File: config.mk
export PLATFORM = sky130hd
export DESIGN_NAME = sram_arbiter
export DESIGN_NICKNAME = d
export VERILOG_FILES = /design/src/rtl/sram_arbiter.sv
export SDC_FILE = /design/constraint.sdc
export NUM_CORES = 1
export LEC_CHECK = 0
export BUFFER_PORTS_ARGS = -buffer_cell sky130_fd_sc_hd__buf_2
export CORE_MARGIN = 3
export CORE_UTILIZATION = 45
export CTS_CLUSTER_SIZE = 24
export DETAILED_ROUTE_END_ITERATION = 10
export PLACE_DENSITY = 0.83
export SETUP_SLACK_MARGIN = 0.4
export SYNTH_ARGS = -nofsm -noshare
export SYNTH_HDL_FRONTEND = slang
export SYNTH_SLANG_ARGS = --single-unit
export TNS_END_PERCENT = 100
File: constraint.sdc
create_clock -name clk -period 2 [get_ports clk]
set_clock_uncertainty 0.1 [all_clocks]
set_input_delay 0.3 -clock clk [delete_from_list [all_inputs] [get_ports clk]]
set_output_delay 0.3 -clock clk [all_outputs]
set_load 0.02 [all_outputs]
File: src/rtl/sram_arbiter.sv
// -----------------------------------------------------------------------------
// sram_arbiter
//
// Purpose
//   Merges the instruction-fetch port and the load/store port of a CPU core
//   onto one SRAM-style bus that has split address and data handshakes.
//   At most one bus transaction is in flight. Data accesses win arbitration.
//   The exception is when instruction fetch has been passed over STARVE_LIMIT
//   times in a row; fetch then gets the next grant.
//
// Handshake semantics
//   Requester side: a requester raises *_req with its fields. It holds the
//   request and the fields stable until its *_ready pulse, which lasts exactly
//   one cycle and carries *_rdata. If a request is still high in the cycle
//   after that pulse, it is a new request.
//   Bus side: mem_req with the address/write fields is the address-phase
//   valid, and mem_addr_ok is its ready. Both are sampled on the same rising
//   edge. After acceptance, mem_data_ok marks the response; for reads it
//   carries mem_rdata. A handshake input outside its own phase is ignored.
//
// Ports
//   clk, rst                 rising-edge clock, synchronous active-high reset
//   inst_req/addr            fetch request and address
//   inst_rdata/ready         fetch data and one-cycle completion pulse
//   data_req/wen/addr/wdata  load/store request (wen == 0 means load)
//   data_rdata/ready         load data (also updated on stores), completion
//   stallreq_for_mem         stall request to the pipeline stall controller
//   mem_req/wr/wstrb/addr/wdata   unified bus address phase
//   mem_addr_ok              bus accepted the address phase
//   mem_data_ok/rdata        bus response (read data or write done)
// -----------------------------------------------------------------------------
module sram_arbiter #(
  parameter int unsigned STARVE_LIMIT = 4
) (
  input  logic        clk,
  input  logic        rst,

  input  logic        inst_req,
  input  logic [31:0] inst_addr,
  output logic [31:0] inst_rdata,
  output logic        inst_ready,

  input  logic        data_req,
  input  logic [3:0]  data_wen,
  input  logic [31:0] data_addr,
  input  logic [31:0] data_wdata,
  output logic [31:0] data_rdata,
  output logic        data_ready,

  output logic        stallreq_for_mem,

  output logic        mem_req,
  output logic        mem_wr,
  output logic [3:0]  mem_wstrb,
  output logic [31:0] mem_addr,
  output logic [31:0] mem_wdata,
  input  logic        mem_addr_ok,
  input  logic        mem_data_ok,
  input  logic [31:0] mem_rdata
);

  // The streak counter must be able to hold STARVE_LIMIT itself.
  localparam int unsigned STREAK_W = (STARVE_LIMIT < 1) ? 1 : $clog2(STARVE_LIMIT + 1);
  localparam logic [STREAK_W-1:0] STREAK_MAX = STREAK_W'(STARVE_LIMIT);

  typedef enum logic [1:0] {
    IDLE = 2'd0,  // waiting for a request; arbitration happens here
    REQ  = 2'd1,  // address phase on the bus, waiting for mem_addr_ok
    RESP = 2'd2,  // address accepted, waiting for mem_data_ok
    DONE = 2'd3   // owner's ready pulse is high this cycle
  } state_t;

  typedef enum logic {
    OWNER_INST = 1'b0,
    OWNER_DATA = 1'b1
  } owner_t;

  state_t              state;
  owner_t              owner;
  logic [STREAK_W-1:0] streak;

  // Arbitration decision for the IDLE cycle.
  // starve: fetch is waiting and has already been passed over the maximum
  // number of times, so this grant goes to fetch even if data is pending.
  logic starve;
  logic grant_data;
  logic grant_inst;

  always_comb begin
    starve     = inst_req & (streak == STREAK_MAX);
    grant_data = data_req & ~starve;
    grant_inst = inst_req & ~grant_data;
  end

  // The stall is combinational. The pipeline can then release in the same
  // cycle as the ready pulse, and no bubble is added after each access.
  assign stallreq_for_mem = (inst_req & ~inst_ready) | (data_req & ~data_ready);

  always_ff @(posedge clk) begin
    if (rst) begin
      state      <= IDLE;
      owner      <= OWNER_INST;
      streak     <= '0;
      inst_rdata <= '0;
      inst_ready <= 1'b0;
      data_rdata <= '0;
      data_ready <= 1'b0;
      mem_req    <= 1'b0;
      mem_wr     <= 1'b0;
      mem_wstrb  <= '0;
      mem_addr   <= '0;
      mem_wdata  <= '0;
    end else begin
      // Ready outputs are pulses. They are high only in the cycle after the
      // RESP -> DONE transition.
      inst_ready <= 1'b0;
      data_ready <= 1'b0;

      case (state)
        IDLE: begin
          if (grant_data) begin
            owner     <= OWNER_DATA;
            mem_req   <= 1'b1;
            mem_wr    <= |data_wen;
            mem_wstrb <= data_wen;
            mem_addr  <= data_addr;
            mem_wdata <= data_wdata;
            state     <= REQ;
            // Count only the grants that actually passed over a waiting fetch.
            if (inst_req && (streak != STREAK_MAX)) begin
              streak <= streak + STREAK_W'(1);
            end
          end else if (grant_inst) begin
            owner     <= OWNER_INST;
            mem_req   <= 1'b1;
            mem_wr    <= 1'b0;
            mem_wstrb <= '0;
            mem_addr  <= inst_addr;
            mem_wdata <= '0;
            state     <= REQ;
            streak    <= '0;
          end
        end

        REQ: begin
          // The address fields stay latched from the grant edge. Only
          // mem_req changes when the bus accepts. If data_ok arrives in the
          // same cycle, it belongs to no accepted transaction yet.
          if (mem_addr_ok) begin
            mem_req <= 1'b0;
            state   <= RESP;
          end
        end

        RESP: begin
          if (mem_data_ok) begin
            // Writes also return through here. data_rdata then picks up
            // whatever the bus drives with the write completion.
            if (owner == OWNER_DATA) begin
              data_rdata <= mem_rdata;
              data_ready <= 1'b1;
            end else begin
              inst_rdata <= mem_rdata;
              inst_ready <= 1'b1;
            end
            state <= DONE;
          end
        end

        DONE: begin
          // No arbitration here. A request still high in the next IDLE cycle
          // is treated as a fresh request.
          state <= IDLE;
        end

        default: begin
          state <= IDLE;
        end
      endcase
    end
  end

endmodule

Yosys cells after proc, flatten, opt, wreduce, memory -nomap -nowiden
Index checks and enable logic that the tools add are counted.
{"block": "op_classes", "muxes": 23, "reduce_logical": 12, "n_bitwise": 13, "eq_ne": 9, "add_sub_neg": 1}
{"op": "$mux W32", "count": 4}
{"op": "$reduce_and A3 Y1", "count": 5}
{"op": "$mux W3", "count": 3}
{"op": "$mux W1", "count": 8}
{"op": "$mux W2", "count": 4}
{"op": "$mux W4", "count": 2}
{"op": "$pmux W2 S4", "count": 1}
{"op": "$not A1 Y1", "count": 7}
{"op": "$ne A3 B3 Y1 const B", "count": 2}
{"op": "$and A1 B1 Y1", "count": 5}
{"op": "$eq A2 B2 Y1 const B", "count": 2}
{"op": "$ne A2 B2 Y1 const B", "count": 2}
{"op": "$reduce_bool A2 Y1", "count": 2}
{"op": "$reduce_or A4 Y1", "count": 1}
{"op": "$add A3 B1 Y3 const B", "count": 1}
{"op": "$eq A3 B3 Y1 const B", "count": 1}
{"op": "$reduce_or A3 Y1", "count": 1}
{"op": "$eq A2 B1 Y1 const B", "count": 1}
{"op": "$logic_not A2 Y1", "count": 1}
{"op": "$ne A2 B1 Y1 const B", "count": 1}
{"op": "$pmux W1 S2", "count": 1}
{"op": "$reduce_and A2 Y1", "count": 1}
{"op": "$logic_and A1 B1 Y1", "count": 1}
{"op": "$or A1 B1 Y1", "count": 1}
{"block": "totals", "inputBits": 138, "reg_bits": 142, "output_inout_bits": 137, "wordCells": 70}

Logic depth before layout (Yosys ltp)
{"block": "depth", "depth_word": 9, "depth_mapped": 7, "mapped_depth_nobuf": 5}

Least setup slack after synthesis
OpenSTA, ideal clock, no wires.
{"block": "synth_path", "path_kind": "register to register", "startpoint": "register streak[0]", "endpoint": "register mem_wdata[14]", "path_slack_ns": 0.193, "t_arrival_ns": 1.647, "path_buffers": 2, "required_ns": 1.840, "synth_period_minus_slack_ns": 1.807, "setup_time_ns": 0.060, "path_stages_with_launch": 8, "path_cell_list": "dfxtp_1 > inv_1 > ha_1 > and3_4 > buf_6 > nor4b_4 > buf_6 > a22o_1"}
{"block": "synth_via", "elab_chain_cells": 8, "elab_cells_between_ends": 9, "cone_classes": "eq/ne: 1; mux: 1; bitwise: 5; reduce/logical: 2"}
{"element": "from (decl)", "line": "80", "text": "logic [STREAK_W-1:0] streak;"}
{"element": "from (signal assigned)", "line": "131", "text": "streak <= streak + STREAK_W'(1);"}
{"element": "$eq A3 B3 Y1 (*)", "line": "90", "text": "starve = inst_req & (streak == STREAK_MAX);"}
{"element": "$and A1 B1 Y1 (*)", "line": "90"}
{"element": "$not A1 Y1 (*)", "line": "91", "text": "grant_data = data_req & ~starve;"}
{"element": "$and A1 B1 Y1 (*)", "line": "91"}
{"element": "$not A1 Y1", "line": "92", "text": "grant_inst = inst_req & ~grant_data;"}
{"element": "$and A1 B1 Y1", "line": "92"}
{"element": "$reduce_bool A2 Y1 (no line)"}
{"element": "$reduce_and A2 Y1 (no line)"}
{"element": "to (signal assigned)", "line": "127", "text": "mem_wdata <= data_wdata;"}
{"element": "to (decl)", "line": "56", "text": "output logic [31:0] mem_wdata,"}
Every way passes the cells marked *; elsewhere a longest branch is shown, timed or not.
A chain may end at the register's enable or synchronous reset.

Worst setup path in the final report
{"block": "layout_path", "startpoint": "register streak[1]", "endpoint": "register mem_wdata[24]"}
The elaborated chain is that of the path after synthesis.

==> results.sh <==
export IMPL_cp_required_ns=2.25
export IMPL_h_tree_depth=4
export IMPL_startpoint="streak[1]$_SDFFE_PP0P_"
export IMPL_hpwl_um=11200
export IMPL_max_cap_viol_count=0
export IMPL_cp_num_cells=7
export IMPL_grt_pass1_vias=5350
export IMPL_boundaryPins=275
export IMPL_finalHoldViolations=0
export IMPL_core_mm2=0.0112
export IMPL_first_pass_iters=5
export IMPL_track_usage=0.252
export IMPL_syn2layout_area_growth_pct=48.0
export IMPL_grt_overflow_total=0
export IMPL_antenna_left=0
export IMPL_report_final_slew_viol_count=0
export IMPL_use_met2=0.433
export IMPL_antenna_found_initial=0
export IMPL_max_slew_margin=0.744
export IMPL_finalNonFillerCells=1051
export IMPL_synthTopCellsByArea="dfxtp_1, nand2_1, a21oi_1"
export IMPL_finalCriticalPeriod_ns=1.60
export IMPL_p_int_mw=6.38
export IMPL_synth_async_reset_ratio=0
export IMPL_fin_nets=1043
export IMPL_worstPathMaxFanout=9
export IMPL_ys_top_cells_by_count="dfxtp_1, nand2_1, a21oi_1"
export IMPL_power_density_mw_per_mm2=1230
export IMPL_cts_buffers=17
export IMPL_fp_row_count=38
export IMPL_netlist_area_leader_share=0.537
export IMPL_crit_path_end_kind="flip-flop"
export IMPL_multiInputGateArea_mm2=0.00225
export IMPL_clk_pin_slew_ns=0.06
export IMPL_r2r_end="mem_wdata[24]$_SDFFE_PP0P_"
export IMPL_syn_area_per_cell_um2=8.74
export IMPL_hold_class="in -> reg"
export IMPL_yosys_warnings=0
export IMPL_grt_busiest_layer="met2"
export IMPL_startpoint_type="flip-flop"
export IMPL_die_area_mm2=0.0131
export IMPL_power_share_clock=0.296
export IMPL_p_switching_mw=3.27
export IMPL_synth_top_area_cell="dfxtp_1"
export IMPL_crit_type="reg -> reg"
export IMPL_grt_first_pass_wirelength_um=26200
export IMPL_crit_buf_inv=3
export IMPL_gp_congestion=0.813
export IMPL_max_vdd_ir_drop_uv=947
export IMPL_via_count=5625
export IMPL_reg2regPathDepth=7
export IMPL_n_fill_cell=885
export IMPL_synth_seq_cells=142
export IMPL_yosysSeqAreaShare=0.537
export IMPL_layout_drive_gt1_share=0.383
export IMPL_use_met3=0.0788
export IMPL_cts_root_buffer="clkbuf_16"
export IMPL_drtIter0Drc=582
export IMPL_worst_slack_ns=0.396
export IMPL_antenna_cells=0
export IMPL_synthFlopType="dfxtp_1"
export IMPL_die_w_um=114
export IMPL_syn_nets=750
export IMPL_netlist_cell_type_count=34
export IMPL_seqPwrFrac=0.374
export IMPL_tns_ns=0
export IMPL_crit_end="mem_wdata[24]$_SDFFE_PP0P_"
export IMPL_p_leak_nw=3.62
export IMPL_port_buffer_count=274
export IMPL_rsz0062_at_grt="yes"
export IMPL_r2r_start="streak[1]$_SDFFE_PP0P_"
export IMPL_switching_share=0.339
export IMPL_combPwrFrac=0.331
export IMPL_vias_per_cell=5.35
export IMPL_setup_violations=0
export IMPL_cp_top_family="buffers and inverters"
export IMPL_clock_sinks=142
export IMPL_cts_buffer_depth=2
export IMPL_grt_max_degree=38
export IMPL_path_cells="inv_2 -> ha_4 -> and3_4 -> nor4b_4 -> buf_6 -> clkbuf_16 -> a22o_1"
export IMPL_clock_latency_ns=0.41
export IMPL_syn_area_mm2=0.00530
export IMPL_synth_most_common_cell="dfxtp_1"
export IMPL_gr_usage_met1=0.284
export IMPL_wl_um=17400
export IMPL_cp_slowest_cell="dfxtp_2"
export IMPL_finalCritPeriodShare=0.802
export IMPL_routedWlPerCell_um=16.6
export IMPL_die_y_um=114
export IMPL_crit_arrival_ns=1.86
export IMPL_synth_edf_count=0
export IMPL_clock_fmax_ghz=0.624
export IMPL_drc=0
export IMPL_worst_slew_pin_slew_ns=0.381
export IMPL_max_stage_delay_ns=0.34
export IMPL_status="completed"
export IMPL_syn_inst=606
export IMPL_cts_tree="built"
export IMPL_rrSetupSlack_ns=0.40
export IMPL_place_inst=984
export IMPL_place_ws_ns=0.219
export IMPL_seqCellArea_mm2=0.00285
export IMPL_start_util=0.474
[cells in the final DEF, fill, tap and decap left out, drive strengths merged, types with 2 or more instances in the layout]
| master | count |
|---|---|
| a311oi | 32 |
| clkinv | 6 |
| clkbuf | 28 |
| a21oi | 68 |
| dlygate4sd3 | 24 |
| nand3 | 34 |
| nand4 | 2 |
| o21ai | 35 |
| nand2b | 2 |
| nor3b | 2 |
| ha | 6 |
| buf | 299 |
| o21a | 2 |
| nor2 | 36 |
| and3 | 3 |
| inv | 8 |
| nand2 | 131 |
| dfxtp | 142 |
| a22o | 37 |
[per-stage QoR]
step | utilization | total power, mW | instance area [um^2] | hold slack (ns)
detailed placement | 0.612 | 6.51 | 6830 | 0.343
floorplan | - | 5.48 | 5320 | 0.336
global placement | 0.612 | 6.45 | 6830 | 0.338
finish | 0.701 | 9.65 | 7840 | 0.0192
CTS | 0.690 | 9.55 | 7700 | 0.0000135
global route | 0.701 | 10.2 | 7840 | 0.00573
[layout make-up]
class,instances,share of cell area
Clock inverter,6,0.00431
Timing Repair Buffer,326,0.255
Sequential cell,142,0.363
Clock buffer,25,0.0645
Multi-Input combinational cell,404,0.287
Tap cell,140,0.0223
Inverter,8,0.00383
[per-layer routing]
layer,wire length [um],vias up
li1,-,2719
met1,6380,2593
met2,8910,278
met3,1760,35
met4,381,0
met5,0,-
[worst register-to-register path, cell delays in order (launching register included)]
cell,delay [ns]
dfxtp_2,0.34
inv_2,0.04
ha_4,0.17
and3_4,0.19
nor4b_4,0.21
buf_6,0.19
clkbuf_16,0.17
a22o_1,0.13
[flip-flops by register name, indices dropped and copies added, names as in the netlist]
| register | count |
|---|---|
| data_ready | 1 |
| mem_wdata | 32 |
| inst_ready | 1 |
| state | 2 |
| data_rdata | 32 |
| inst_rdata | 32 |
| mem_wr | 1 |
| mem_req | 1 |
| owner | 1 |
| mem_addr | 32 |
| mem_wstrb | 4 |
| streak | 3 |
[repair_timing]
action,in CTS,in global routing
hold buffers,24,0
buffers inserted,4,2
resized for setup,5,11
endpoints found under the setup margin,89,122
pin swaps,1,2
endpoints found under the hold margin,24,0
cloned,3,3
[power by group through the flow]
stage | logic, mW | registers (mW) | clock network (mW)
after floorplan | 1.30 | 4.19 | 0
after global placement | 2.80 | 3.65 | 0
after detailed placement | 2.86 | 3.65 | 0
after CTS | 3.05 | 3.60 | 2.90
after global routing | 3.48 | 3.65 | 3.02
final | 3.19 | 3.61 | 2.85
[cell families (layout without fill, tap and decap cells)]
logic type | Yosys count | in the layout | share of synthesized area
flip-flops | 142 | 142 | 0.537
buffers and inverters | 62 | 365 | 0.0515
AND/OR/NAND/NOR | 217 | 218 | 0.176
AO/OA/AOI/OAI | 178 | 179 | 0.220
adder cells (fa/ha/maj) | 6 | 6 | 0.0142
multiplexers | 1 | 1 | 0.00189
[how the worst min path moves through the flow]
stage                                      startpoint                           to  slack, ns  cells after the start
after floorplan                          mem_rdata[0]   data_rdata[0]$_SDFFE_PP0P_       0.34                      2
after global placement    data_rdata[16]$_SDFFE_PP0P_  data_rdata[16]$_SDFFE_PP0P_       0.34                      2
after detailed placement  data_rdata[21]$_SDFFE_PP0P_  data_rdata[21]$_SDFFE_PP0P_       0.34                      2
after CTS                              data_wdata[24]   mem_wdata[24]$_SDFFE_PP0P_    0.00001                      2
after global routing                   data_wdata[16]   mem_wdata[16]$_SDFFE_PP0P_      0.006                      2
final                                  data_wdata[12]   mem_wdata[12]$_SDFFE_PP0P_       0.02                      2
(Power assumes the default switching activity.)
